--- src/rtl/mips_muldiv.sv ---
// Iterative MIPS multiply/divide unit: one shift-add or restoring shift-subtract step per cycle,
// with HI/LO result registers and MTHI/MTLO write access.
module mips_muldiv #(
    parameter int unsigned WIDTH = 32
) (
    input  logic             clk,
    input  logic             rst_n,
    input  logic             start,
    input  logic [1:0]       op,
    input  logic [WIDTH-1:0] operand_a,
    input  logic [WIDTH-1:0] operand_b,
    input  logic             mt_hi,
    input  logic             mt_lo,
    output logic             busy,
    output logic             done,
    output logic             div_by_zero,
    output logic [WIDTH-1:0] hi,
    output logic [WIDTH-1:0] lo
);
    localparam int unsigned CW = $clog2(WIDTH + 1);

    typedef enum logic [1:0] {StIdle, StCalc, StFinish} state_e;

    state_e               state_q, state_d;
    logic [1:0]           op_q, op_d;
    logic                 neg_q, neg_d;
    logic                 rneg_q, rneg_d;
    logic [WIDTH-1:0]     m_q, m_d;
    logic [2*WIDTH-1:0]   acc_q, acc_d;
    logic [CW-1:0]        cnt_q, cnt_d;
    logic [WIDTH-1:0]     hi_q, hi_d, lo_q, lo_d;
    logic                 done_q, done_d;
    logic                 dbz_q, dbz_d;

    logic                 a_neg, b_neg;
    logic [WIDTH-1:0]     mag_a, mag_b;
    logic [WIDTH:0]       mul_sum, div_diff;
    logic [2*WIDTH-1:0]   mul_step, div_step, prod;
    logic [WIDTH-1:0]     quot, rem;

    assign a_neg = ~op[0] & operand_a[WIDTH-1];
    assign b_neg = ~op[0] & operand_b[WIDTH-1];
    assign mag_a = a_neg ? -operand_a : operand_a;
    assign mag_b = b_neg ? -operand_b : operand_b;

    // acc holds {partial product, multiplier} or {remainder, dividend/quotient}.
    assign mul_sum  = {1'b0, acc_q[2*WIDTH-1:WIDTH]} + (acc_q[0] ? {1'b0, m_q} : {(WIDTH+1){1'b0}});
    assign mul_step = {mul_sum, acc_q[WIDTH-1:1]};
    assign div_diff = acc_q[2*WIDTH-1:WIDTH-1] - {1'b0, m_q};
    assign div_step = div_diff[WIDTH] ? {acc_q[2*WIDTH-2:0], 1'b0}
                                      : {div_diff[WIDTH-1:0], acc_q[WIDTH-2:0], 1'b1};

    assign prod = neg_q ? -acc_q : acc_q;
    assign quot = neg_q ? -acc_q[WIDTH-1:0] : acc_q[WIDTH-1:0];
    assign rem  = rneg_q ? -acc_q[2*WIDTH-1:WIDTH] : acc_q[2*WIDTH-1:WIDTH];

    always_comb begin
        state_d = state_q;
        op_d    = op_q;
        neg_d   = neg_q;
        rneg_d  = rneg_q;
        m_d     = m_q;
        acc_d   = acc_q;
        cnt_d   = cnt_q;
        hi_d    = hi_q;
        lo_d    = lo_q;
        done_d  = 1'b0;
        dbz_d   = dbz_q;
        unique case (state_q)
            StIdle: begin
                if (start) begin
                    op_d   = op;
                    dbz_d  = 1'b0;
                    neg_d  = a_neg ^ b_neg;
                    rneg_d = a_neg;
                    cnt_d  = CW'(WIDTH);
                    if (op[1]) begin
                        m_d   = mag_b;
                        acc_d = {{WIDTH{1'b0}}, mag_a};
                    end else begin
                        m_d   = mag_a;
                        acc_d = {{WIDTH{1'b0}}, mag_b};
                    end
                    state_d = (op[1] && operand_b == '0) ? StFinish : StCalc;
                end else begin
                    if (mt_hi) hi_d = operand_a;
                    if (mt_lo) lo_d = operand_a;
                end
            end
            StCalc: begin
                acc_d = op_q[1] ? div_step : mul_step;
                cnt_d = cnt_q - CW'(1);
                if (cnt_q == CW'(1)) state_d = StFinish;
            end
            StFinish: begin
                done_d  = 1'b1;
                state_d = StIdle;
                // A zero divisor leaves m_q at zero; only real divides reach here with m_q != 0.
                if (op_q[1] && m_q == '0) begin
                    dbz_d = 1'b1;
                end else if (op_q[1]) begin
                    lo_d = quot;
                    hi_d = rem;
                end else begin
                    hi_d = prod[2*WIDTH-1:WIDTH];
                    lo_d = prod[WIDTH-1:0];
                end
            end
            default: state_d = StIdle;
        endcase
    end

    always_ff @(posedge clk or negedge rst_n) begin
        if (!rst_n) begin
            state_q <= StIdle;
            op_q    <= '0;
            neg_q   <= 1'b0;
            rneg_q  <= 1'b0;
            m_q     <= '0;
            acc_q   <= '0;
            cnt_q   <= '0;
            hi_q    <= '0;
            lo_q    <= '0;
            done_q  <= 1'b0;
            dbz_q   <= 1'b0;
        end else begin
            state_q <= state_d;
            op_q    <= op_d;
            neg_q   <= neg_d;
            rneg_q  <= rneg_d;
            m_q     <= m_d;
            acc_q   <= acc_d;
            cnt_q   <= cnt_d;
            hi_q    <= hi_d;
            lo_q    <= lo_d;
            done_q  <= done_d;
            dbz_q   <= dbz_d;
        end
    end

    assign busy        = (state_q != StIdle);
    assign done        = done_q;
    assign div_by_zero = dbz_q;
    assign hi          = hi_q;
    assign lo          = lo_q;

endmodule

--- config.mk ---
export PLATFORM = sky130hd
export DESIGN_NAME = mips_muldiv
export DESIGN_NICKNAME = d
export VERILOG_FILES = /design/src/rtl/mips_muldiv.sv
export SDC_FILE = /design/constraint.sdc
export NUM_CORES = 1
export LEC_CHECK = 0
export CAP_MARGIN = 0
export CELL_PAD_IN_SITES_DETAIL_PLACEMENT = 1
export CELL_PAD_IN_SITES_GLOBAL_PLACEMENT = 2
export CORE_MARGIN = 3
export CORE_UTILIZATION = 35
export CTS_CLUSTER_SIZE = 24
export DETAILED_ROUTE_END_ITERATION = 7
export GPL_ROUTABILITY_DRIVEN = 0
export MAX_ROUTING_LAYER = met4
export PLACE_DENSITY_LB_ADDON = 0.1
export SLEW_MARGIN = 0
export SYNTH_ARGS = -nofsm -noshare
export SYNTH_HDL_FRONTEND = slang
export SYNTH_SLANG_ARGS = --single-unit
--- constraint.sdc ---
create_clock -name clk -period 3.7 [get_ports clk]
set_input_delay 0.74 -clock clk [delete_from_list [all_inputs] [get_ports clk]]
set_output_delay 0.74 -clock clk [all_outputs]
set_load 0.05 [all_outputs]
Word level (Yosys, flattened, before mapping)
Index checks and enable logic that the tools add are counted.

storage, ports and cells
  register bits after elaboration = 174
  input port bits = 71
  output and inout port bits = 67
  logic and storage cells = 79

operators by class
  $add $sub $neg = 8
  equal/unequal tests = 10
  mux-type cells = 32
  bitwise logic cells = 4
  reduce and logical (&&, ||, !) cells = 14

operators by type and width
  operator               number
  $mux W32               15
  $mux W64               4
  $neg A32 Y32           4
  $pmux W32 S2           2
  $pmux W64 S2           1
  $logic_not A32 Y1      2
  $neg A64 Y64           1
  $add A32 B32 Y33       1
  $sub A33 B32 Y33       1
  $ne A2 B2 Y1 const B   7
  $pmux W6 S2            1
  $reduce_and A4 Y1      2
  $eq A6 B1 Y1 const B   1
  $mux W2                3
  $mux W6                1
  $reduce_and A2 Y1      3
  $reduce_bool A2 Y1     3
  $sub A6 B1 Y6 const B  1
  $pmux W2 S2            1
  $mux W1                3
  $reduce_and A3 Y1      1
  $and A1 B1 Y1          2
  $eq A2 B1 Y1 const B   1
  $eq A2 B2 Y1 const B   1
  other kinds (5)        6

Longest topological paths before layout
Gate-level depths: netlist (run 1).

  depth in word-level cells = 6
  mapped depth = 14

Least setup slack after synthesis (run 1)
Ideal clock, no wire load.

  kind = register -> register
  start = register acc_q[32]
  end = register acc_q[47]
  setup time = 0.131 ns
  data arrival time = 3.034 ns
  setup slack = 0.536 ns
  cell stages (with the launch flop) = 15
  buffers on the path = 3
  clock period less this slack = 3.164 ns
  path through = dfrtp_1 > clkbuf_1 > inv_1 > fa_1 > nand2b_1 > a21oi_1 > o2111a_1 > o21ai_0 > a21oi_1 > nand4b_1 > clkbuf_1 > clkbuf_1 > nor2_1 > a32oi_1 > nand3_1

on the way
  word-level cells in the longest chain between the ends = 4

ends and longest elaborated chain
  element                 line  text
  from (decl)             29    logic [2*WIDTH-1:0] acc_q, acc_d;
  from (signal assigned)  120   acc_q <= '0;
  from (signal assigned)  132   acc_q <= acc_d;
  $sub A33 B32 Y33        49    assign div_diff = acc_q[2*WIDTH-1:WIDTH-1] - {1'b0, m_q};
  $mux W64                50    assign div_step = div_diff[WIDTH] ? {acc_q[2*WIDTH-2:0], 1'b0}
  $mux W64 *              91    acc_d = op_q[1] ? div_step : mul_step;
  $pmux W64 S2 *          69    unique case (state_q)

Mark *: on every way between the ends. The rest lies on a longest branch, timed or not.
A chain may end at the register's enable or synchronous reset.

Worst setup path in the final report (run 1)
  start = register acc_q[24]
  end = register hi_q[11] (netlist: hi[11])

on the way
  word-level cells in the longest chain between the ends = 5

ends and longest elaborated chain
  element               line  text
  $neg A64 Y64          53    assign prod = neg_q ? -acc_q : acc_q;
  $mux W64              53
  $mux W32              101   end else if (op_q[1]) begin
  $mux W32              99    if (op_q[1] && m_q == '0) begin
  $pmux W32 S2          69
  to (signal assigned)  134   hi_q <= hi_d;
  to (decl)             31    logic [WIDTH-1:0] hi_q, hi_d, lo_q, lo_d;

Every way passes these cells. The select of a mux whose other input is x is not followed.

==> results.py, run 1 <==
metrics = {
    "power": {
        "pwr-share-comb_pct": 70.0,
        "power_density_mw_per_mm2": 1047,
        "internal_power_mw": 8.873,
        "leakage_nw": 7.724,
        "power.total_mw": 19.11,
        "ir_drop_uv": 585.5,
        "seqPwrFrac_pct": 20.1,
        "clockPowerShare_pct": 9.9,
        "power.switching_mw": 10.24,
        "p_sw_share_pct": 53.57,
    },
    "cts": {
        "cts.hold.buffers_added": 0,
        "post_cts_buffers": 0,
        "cts_root_buf": "clkbuf_16",
        "cts_sinks": 173,
        "clkLatencyLatePin_ns": 0.47,
        "h-tree-depth": 4,
        "cts_tree": "yes",
        "path_clk_slew_ns": 0.08,
        "cts_made_buffers": 17,
        "cts.path.max_buffers": 2,
    },
    "status": {
        "outcome": "finished clean",
    },
    "synthesis": {
        "async_flop_share_pct": 100.0,
        "synthDistinctLibCells": 73,
        "synth_edf_count": 0,
        "synth_flop_cell": "dfrtp_1",
        "ys_warn_count": 0,
        "syn-num-nets": 2079,
        "ys_seq_area_share_pct": 28.86,
        "avgSynthCellArea_um2": 7.749,
        "synth_seq_cells": 173,
        "synth_cells": 1936,
        "syn-cell-area_mm2": 0.01500,
    },
    "floorplanning": {
        "rows": 75,
        "die_height_um": 213.0,
        "core_area_mm2": 0.04213,
        "dieArea_mm2": 0.04538,
        "initial_core_util_pct": 35.61,
        "die_x_um": 213.0,
        "ios": 138,
    },
    "placed_design": {
        "hpwl_um": 52180,
        "port_buffers": 137,
    },
    "setup_path": {
        "arrival_ns": 3.87,
        "cp-end-kind": "flip-flop",
        "path_max_fanout": 10,
        "crit_required_ns": 4.04,
        "worstSetupPathType": "flip-flop to flip-flop",
        "worstSetupStartpointType": "flip-flop",
    },
    "detailed_routing": {
        "viasPerCell": 5.903,
        "via_count": 15670,
        "post_drt_wl_per_cell_um": 24.65,
        "antenna_left": 0,
        "firstDrtPassIters": 5,
        "wirelength_um": 65430,
        "drtIter0Drc": 1279,
        "drc": 0,
    },
    "timing": {
        "setup_violations": 0,
        "rsz0062_at_grt": "false",
        "fmax_mhz": 283.4,
        "worstMarginPinSlew_ns": 1.123,
        "max_slew_margin_pct": 24.88,
        "whs_ns": 0.3190,
        "finalHoldViolations": 0,
        "min_period_ns": 3.529,
        "min_period_over_period_pct": 95.37,
        "drv_slew": 0,
        "fin_skew_ns": 0.009772,
    },
    "cells_and_area": {
        "mostFrequentLayoutCells": "nand2_1, nor2_1, o21ai_0",
        "layout_commonest_cell": "nand2_1",
        "layout-drive-gt1-share_pct": 9.233,
        "area_growth_pct": 21.65,
        "final_nets": 2242,
    },
    "grt": {
        "grt_pass1_vias": 15560,
        "grt.overflow.total": 0,
        "grt_max_degree": 94,
        "antenna_found_initial": 2,
        "grt_pass1_wl_um": 97860,
        "track_usage_pct": 29.33,
    },
    "job": {
        "drv_cap": 0,
    },
    "hold_path": {
        "hold_path.class": "input port to asynchronous set/reset pin",
    },
}
[area by class of cell]
class / count / area (um2)
diodes: 3 / 7.507
flip-flops and latches: 173 / 4330
clock buffers: 18 / 429.2
well taps: 539 / 674.4
inverters: 62 / 236.5
fillers: 5130 / 23880
repair buffers: 268 / 2401
multi-input cells: 1577 / 10020
clock inverters: 14 / 147.6
[flip-flops by register name, indices dropped and copies added (netlist names), 2 cells and up]
register,count
m_q,32
acc_q,64
hi,32
cnt_q,6
lo,32
state_q,2
[cells by family (layout without fill, tap and decap cells)]
family / count (synthesis) / in the layout / synth area share [%]
buf+inv: 186 / 362 / 4.762
flops: 173 / 173 / 28.86
mux: 56 / 56 / 3.761
other cells: 0 / 3 / 0
xor+xnor: 172 / 172 / 10.04
simple gates: 645 / 645 / 19.87
fa+ha+maj: 72 / 72 / 6.105
compound gates: 632 / 632 / 26.61
[layer usage]
layer	part of all wire, %	track usage [%]	vias to the layer above	routed length [um]
met5	0	-	-	0
met4	1.7	5.942	0	1139
met3	4.1	3.100	64	2666
met2	45	44.56	404	29200
met1	50	42.46	7879	32420
li1	-	-	7320	-
[worst max-delay path, cell delays in order, from the launching register on]
cell and delay (ns):
dfrtp_1 0.49, or4_4 0.56, or4_4 0.44, or3_4 0.37
or2_1 0.40, o31ai_1 0.36, xor2_1 0.26, nor2_1 0.11
a21oi_1 0.28, o21ai_0 0.12
[per-stage QoR]
step                       TNS [ns]  setup slack, ns  area, um2  cells  util [%]
after floorplan                   0           0.5359      15000   1936         -
after global placement            0          0.05290      17640   2619     41.86
after detailed placement  -0.001484        -0.001484      17640   2619     41.86
after CTS                         0          0.01465      18210   2651     43.22
after global routing              0          0.02729      18250   2653     43.31
final                             0           0.1712      18250   2654     43.31
[power by group through the flow]
stage                     registers, mW  clock network (mW)  logic, mW
after floorplan                    4.65                   0       7.73
after global placement             3.83                   0       13.0
after detailed placement           3.86                   0       13.2
after CTS                          3.82                1.92       13.3
after global routing               3.95                1.99       14.6
final                              3.85                1.89       13.4
[worst paths after layout]
path / slack (ns) / cells past startpoint / start / endpoint
max: 0.17 / 9 / acc_q[24]$_DFFE_PN0P_ / hi[11]$_DFFE_PN0P_
min in group clk: 0.48 / 2 / hi[23]$_DFFE_PN0P_ / hi[23]$_DFFE_PN0P_
max in group asynchronous: 2.41 / 2 / rst_n / acc_q[54]$_DFFE_PN0P_
min: 0.32 / 1 / rst_n / acc_q[57]$_DFFE_PN0P_
max reg2reg: 0.17 / 9 / acc_q[24]$_DFFE_PN0P_ / hi[11]$_DFFE_PN0P_
min reg2reg: 0.48 / 2 / hi[23]$_DFFE_PN0P_ / hi[23]$_DFFE_PN0P_
[what timing repair did]
action                     CTS  global route
hold endpoints to repair     0             0
setup endpoints to repair    0            19
gates resized for setup      0             9
[cells in the mapped netlist (all sizes together) (4+ instances only)]
cell type	count	area share, %
a211oi	19	0.95
a21o	41	2.1
a21oi	158	5.3
a221oi	5	0.29
a22oi	26	1.3
a31oi	18	0.75
a32oi	4	0.23
and2	17	0.73
and3	7	0.29
and4	6	0.35
buf	22	0.65
clkbuf	102	2.6
dfrtp	173	29
ha	70	5.8
inv	62	1.6
mux2i	53	3.5
nand2	220	5.5
nand2b	22	0.92
nand3	47	1.6
nand4	11	0.46
nor2	192	4.8
nor2b	17	0.71
nor3	43	1.4
nor4	21	0.92
nor4b	5	0.29
o2111ai	6	0.35
o211ai	38	1.9
o21a	9	0.45
o21ai	191	6.4
o221ai	20	1.2
o22ai	4	0.17
o31ai	46	2.3
o41ai	19	1.3
or2	5	0.21
or3	9	0.41
or4	13	0.70
xnor2	87	5.1
xor2	85	5.0
(Power assumes the default switching activity.)
==> inputs of run 2 (changes only) <==
--- a/config.mk
+++ b/config.mk
@@ -10,6 +10,7 @@
 export CELL_PAD_IN_SITES_GLOBAL_PLACEMENT = 2
 export CORE_MARGIN = 3
 export CORE_UTILIZATION = 35
+export CTS_BUF_LIST = sky130_fd_sc_hd__clkbuf_16
 export CTS_CLUSTER_SIZE = 24
 export DETAILED_ROUTE_END_ITERATION = 7
 export GPL_ROUTABILITY_DRIVEN = 0
==> run 2 against run 1 <==
Routed wire length barely moved. Clock-buffer cell count fell by 1. Utilization did not move. Sequential cell count did not move. Register-to-register slack barely moved. Setup slack barely moved. Combinational power barely moved. Sequential power barely moved. Die area did not move. Sequential share of layout area did not move.
==> results.py, run 2 (synthesis gave the netlist of run 1 again) <==
metrics = {
    "timing": {
        "min_period_over_period_pct": 95.36,
        "worstMarginPinSlew_ns": 1.123,
        "min_period_ns": 3.528,
        "rsz0062_at_grt": "false",
        "setup_violations": 0,
        "fin_skew_ns": 0.009772,
        "finalHoldViolations": 0,
        "fmax_mhz": 283.4,
        "drv_slew": 0,
        "max_slew_margin_pct": 24.88,
        "final.setup.tns_ns": 0,
    },
    "detailed_routing": {
        "firstDrtPassIters": 5,
        "drtIter0Drc": 1279,
        "antenna_left": 0,
        "via_count": 15670,
        "wirelength_um": 65430,
        "viasPerCell": 5.903,
        "drc": 0,
        "post_drt_wl_per_cell_um": 24.65,
    },
    "cts": {
        "cts_sinks": 173,
        "h-tree-depth": 4,
        "cts_made_buffers": 17,
        "cts.hold.buffers_added": 0,
        "cts_root_buf": "clkbuf_16",
        "clkLatencyLatePin_ns": 0.47,
        "path_clk_slew_ns": 0.08,
        "cts_tree": "yes",
        "cts.path.max_buffers": 2,
    },
    "floorplanning": {
        "die_x_um": 213.0,
        "initial_core_util_pct": 35.61,
        "rows": 75,
        "dieArea_mm2": 0.04538,
        "core_area_mm2": 0.04213,
        "ios": 138,
        "die_height_um": 213.0,
    },
    "cells_and_area": {
        "layout_commonest_cell": "nand2_1",
        "multi_input_area_mm2": 0.01002,
        "fin_util_pct": 43.31,
        "final_nets": 2242,
        "fin_area_mm2": 0.01825,
        "layout-drive-gt1-share_pct": 9.233,
        "top_register": "acc_q",
        "area_growth_pct": 21.65,
        "fillers": 5130,
        "largest_register_ffs": 64,
        "seqCellArea_mm2": 0.004330,
        "mostFrequentLayoutCells": "nand2_1, nor2_1, o21ai_0",
    },
    "grt": {
        "grt.overflow.total": 0,
        "track_usage_pct": 29.33,
        "grt_pass1_vias": 15560,
        "antenna_found_initial": 2,
        "grt_pass1_wl_um": 97860,
        "grt_max_degree": 94,
    },
    "setup_path": {
        "r2r_slack_ns": 0.17,
        "cp-end-kind": "flip-flop",
        "crit_required_ns": 4.04,
        "worstSetupPathType": "flip-flop to flip-flop",
        "path_max_fanout": 10,
        "worstSetupStartpointType": "flip-flop",
        "arrival_ns": 3.87,
    },
    "placed_design": {
        "port_buffers": 137,
        "placed_cell_area_mm2": 0.01764,
        "hpwl_um": 52180,
    },
    "power": {
        "ir_drop_uv": 585.5,
        "power_density_mw_per_mm2": 1047,
        "leakage_nw": 7.728,
        "power.total_mw": 19.11,
    },
    "hold_path": {
        "hold_path.class": "input port to asynchronous set/reset pin",
    },
    "job": {
        "drv_cap": 0,
    },
    "status": {
        "outcome": "finished clean",
    },
}
run 2: cell count changes in the layout (fill, tap and decap cells not counted), sizes merged:
cell and change:
clkbuf -1, inv +1
run 2: where the power goes:
group          leakage (nW)  internal (mW)  switching, mW
Clock                 0.285          0.951          0.939
Sequential             2.12           2.81           1.03
Combinational          5.33           5.11           8.27
run 2: cell type report:
class                           instances  share of cell area [%]
Antenna cell                            3                 0.04114
Clock buffer                           17                   2.331
Clock inverter                         15                  0.8296
Inverter                               62                   1.296
Multi-Input combinational cell       1577                   54.92
Sequential cell                       173                   23.73
Tap cell                              539                   3.695
Timing Repair Buffer                  268                   13.16
run 2: path summary, 6_finish.rpt:
path,endpoint,startpoint,cells after the start
max,hi[11]$_DFFE_PN0P_,acc_q[24]$_DFFE_PN0P_,9
min,acc_q[57]$_DFFE_PN0P_,rst_n,1
max reg2reg,hi[11]$_DFFE_PN0P_,acc_q[24]$_DFFE_PN0P_,9
min reg2reg,hi[23]$_DFFE_PN0P_,hi[23]$_DFFE_PN0P_,2
max in group asynchronous,acc_q[54]$_DFFE_PN0P_,rst_n,2
min in group clk,hi[23]$_DFFE_PN0P_,hi[23]$_DFFE_PN0P_,2
run 2: critical path, stage by stage (launching register included):
cell     delay (ns)
dfrtp_1        0.49
or4_4          0.56
or4_4          0.44
or3_4          0.37
or2_1          0.40
o31ai_1        0.36
xor2_1         0.26
nor2_1         0.11
a21oi_1        0.28
o21ai_0        0.12
run 2: metrics by stage:
stage / hold slack, ns / instances / setup slack [ns]
2_1_floorplan: 0.4444 / 1936 / 0.5359
3_3_place_gp: 0.4605 / 2619 / 0.05290
3_5_place_dp: 0.4663 / 2619 / -0.001484
4_1_cts: 0.3505 / 2651 / 0.01465
5_1_grt: 0.3696 / 2653 / 0.02729
6_report: 0.3190 / 2654 / 0.1716
run 2: layer usage:
metal	share of wire, %	routed length [um]	vias to the layer above	track usage (%)
li1	-	-	7320	-
met1	50	32420	7878	42.46
met2	45	29200	404	44.56
met3	4.1	2668	64	3.100
met4	1.7	1139	0	5.942
met5	0	0	-	-
run 2: repair_timing:
action | in CTS | in global routing
resized for setup | 0 | 9
setup buffers | 0 | 0
endpoints found under the setup margin | 0 | 19
==> inputs of run 3 (changes only) <==
--- a/config.mk
+++ b/config.mk
@@ -14,8 +14,10 @@
 export CTS_CLUSTER_SIZE = 24
 export DETAILED_ROUTE_END_ITERATION = 7
 export GPL_ROUTABILITY_DRIVEN = 0
+export HOLD_SLACK_MARGIN = 0.15
 export MAX_ROUTING_LAYER = met4
 export PLACE_DENSITY_LB_ADDON = 0.1
+export SKIP_LAST_GASP = 1
 export SLEW_MARGIN = 0
 export SYNTH_ARGS = -nofsm -noshare
 export SYNTH_HDL_FRONTEND = slang
==> run 3 against run 2 <==
Routed wire length is 0.17% lower. Final area hardly changed. Critical path depth is the same. Power barely moved. Hold slack got worse by 0.0048 ns. Global-route usage stayed put. Largest power group unchanged. Highest routed layer unchanged.
==> results.py, run 3 (synthesis gave the netlist of run 1 again) <==
metrics = {
    "setup_path": {
        "worstSetupStartpointType": "flip-flop",
        "crit_required_ns": 4.09,
        "arrival_ns": 3.92,
        "cp-end-kind": "flip-flop",
        "worstSetupPathType": "flip-flop to flip-flop",
        "cp_cell_sequence": "or4_4 -> or4_4 -> or3_4 -> nor2_1 -> nor2_1 -> o21a_1 -> nor3_1 -> a21oi_1 -> o21ai_0",
        "cp_num_buf_inv": 0,
        "max_stage_delay_ns": 0.57,
        "path_max_fanout": 7,
        "crit_slowest_cell": "or4_4",
        "critPathTopFamily": "simple AND/OR/NAND/NOR gates",
    },
    "detailed_routing": {
        "post_drt_wl_per_cell_um": 24.62,
        "antenna_left": 0,
        "viasPerCell": 5.883,
        "wirelength_um": 65330,
        "drtIter0Drc": 1325,
        "drc": 0,
        "via_count": 15610,
        "firstDrtPassIters": 5,
    },
    "cts": {
        "cts_tree": "yes",
        "clkLatencyLatePin_ns": 0.47,
        "cts_made_buffers": 17,
        "cts.path.max_buffers": 2,
        "cts_sinks": 173,
        "h-tree-depth": 4,
        "post_cts_buffers": 0,
        "cts.hold.buffers_added": 0,
        "path_clk_slew_ns": 0.08,
        "cts_resized": 0,
        "cts_root_buf": "clkbuf_16",
    },
    "cells_and_area": {
        "fin_cells": 2653,
        "final_nets": 2242,
        "area_growth_pct": 21.59,
        "seqCellArea_mm2": 0.004330,
        "largest_register_ffs": 64,
        "multi_input_area_mm2": 0.01002,
        "layout-drive-gt1-share_pct": 9.186,
        "fin_area_mm2": 0.01824,
        "fillers": 5133,
        "top_register": "acc_q",
        "mostFrequentLayoutCells": "nand2_1, nor2_1, o21ai_0",
        "layout_commonest_cell": "nand2_1",
    },
    "grt": {
        "grt.overflow.total": 0,
        "grt_pass1_vias": 15560,
        "grt_max_degree": 94,
        "antenna_found_initial": 2,
        "grt_pass1_wl_um": 97860,
        "track_usage_pct": 29.33,
    },
    "job": {
        "drv_cap": 0,
    },
    "power": {
        "seqPwrFrac_pct": 20.1,
        "power.switching_mw": 10.23,
        "leakage_nw": 7.725,
        "pwr-share-comb_pct": 70.0,
        "power_density_mw_per_mm2": 1047,
        "ir_drop_uv": 588.7,
        "internal_power_mw": 8.869,
        "clockPowerShare_pct": 9.9,
        "p_sw_share_pct": 53.58,
    },
    "placed_design": {
        "port_buffers": 137,
        "hpwl_um": 52180,
        "pre_cts_ws_ns": -0.001484,
        "placed_cell_area_mm2": 0.01764,
        "dp.cells": 2619,
    },
    "timing": {
        "min_period_ns": 3.530,
        "fin_ws_ns": 0.1698,
        "fin_skew_ns": 0.01078,
        "worstMarginPinSlew_ns": 1.138,
        "finalHoldViolations": 0,
        "max_slew_margin_pct": 23.82,
        "setup_violations": 0,
        "whs_ns": 0.3141,
        "min_period_over_period_pct": 95.41,
        "fmax_mhz": 283.3,
        "rsz0062_at_grt": "true",
        "final.setup.tns_ns": 0,
        "drv_slew": 0,
    },
    "floorplanning": {
        "core_area_mm2": 0.04213,
        "die_x_um": 213.0,
        "ios": 138,
        "dieArea_mm2": 0.04538,
        "rows": 75,
        "initial_core_util_pct": 35.61,
        "die_height_um": 213.0,
    },
    "status": {
        "outcome": "finished clean",
    },
    "hold_path": {
        "hold_path.class": "input port to asynchronous set/reset pin",
    },
}
[run 3: cell types whose count changed in the layout (fill, tap and decap cells not counted)]
cell,before,now
o21ai_1,3,2
a221oi_1,4,5
diode_2,3,2
a221oi_2,1,0
o21ai_0,186,187
[run 3: worst reg2reg max path, delay by kind of cell (launching register included)]
family          cells  cell delay, ns
simple gates        6            2.39
compound gates      3            0.57
flops               1            0.49
[run 3: path summary, 6_finish.rpt]
kind                                            start                     to  slack, ns  cells after the start
worst max-delay path            acc_q[24]$_DFFE_PN0P_      hi[4]$_DFFE_PN0P_       0.17                      9
worst min-delay path                            rst_n  acc_q[57]$_DFFE_PN0P_       0.31                      1
worst max register to register  acc_q[24]$_DFFE_PN0P_      hi[4]$_DFFE_PN0P_       0.17                      9
worst min register to register     hi[23]$_DFFE_PN0P_     hi[23]$_DFFE_PN0P_       0.48                      2
max in group asynchronous                       rst_n  acc_q[54]$_DFFE_PN0P_       2.41                      2
min in group clk                   hi[23]$_DFFE_PN0P_     hi[23]$_DFFE_PN0P_       0.48                      2
[run 3: power by group through the flow]
stage / sequential [mW] / combinational (mW) / clock [mW]
2_1_floorplan: 4.65 / 7.73 / 0
3_3_place_gp: 3.83 / 13.0 / 0
3_5_place_dp: 3.86 / 13.2 / 0
4_1_cts: 3.82 / 13.3 / 1.91
5_1_grt: 3.95 / 14.6 / 1.99
6_report: 3.84 / 13.4 / 1.89
[run 3: area by class of cell]
| class | count | share of cell area (%) |
|---|---|---|
| inverters | 62 | 1.296 |
| repair buffers | 268 | 13.16 |
| diodes | 2 | 0.02744 |
| flip-flops and latches | 173 | 23.74 |
| clock inverters | 15 | 0.8300 |
| multi-input cells | 1577 | 54.91 |
| well taps | 539 | 3.697 |
| clock buffers | 17 | 2.332 |
[run 3: through the flow]
| stage | power [mW] | util, % |
|---|---|---|
| 2_1_floorplan | 12.38 | - |
| 3_3_place_gp | 16.82 | 41.86 |
| 3_5_place_dp | 17.08 | 41.86 |
| 4_1_cts | 19.04 | 43.22 |
| 5_1_grt | 20.50 | 43.29 |
| 6_report | 19.10 | 43.29 |
[run 3: metal layers]
layer / track usage [%] / wire length (um) / vias up
met5: - / 0 / -
met4: 5.942 / 1042 / 0
met3: 3.100 / 3061 / 63
met2: 44.56 / 29220 / 423
met1: 42.46 / 32010 / 7804
li1: - / - / 7318
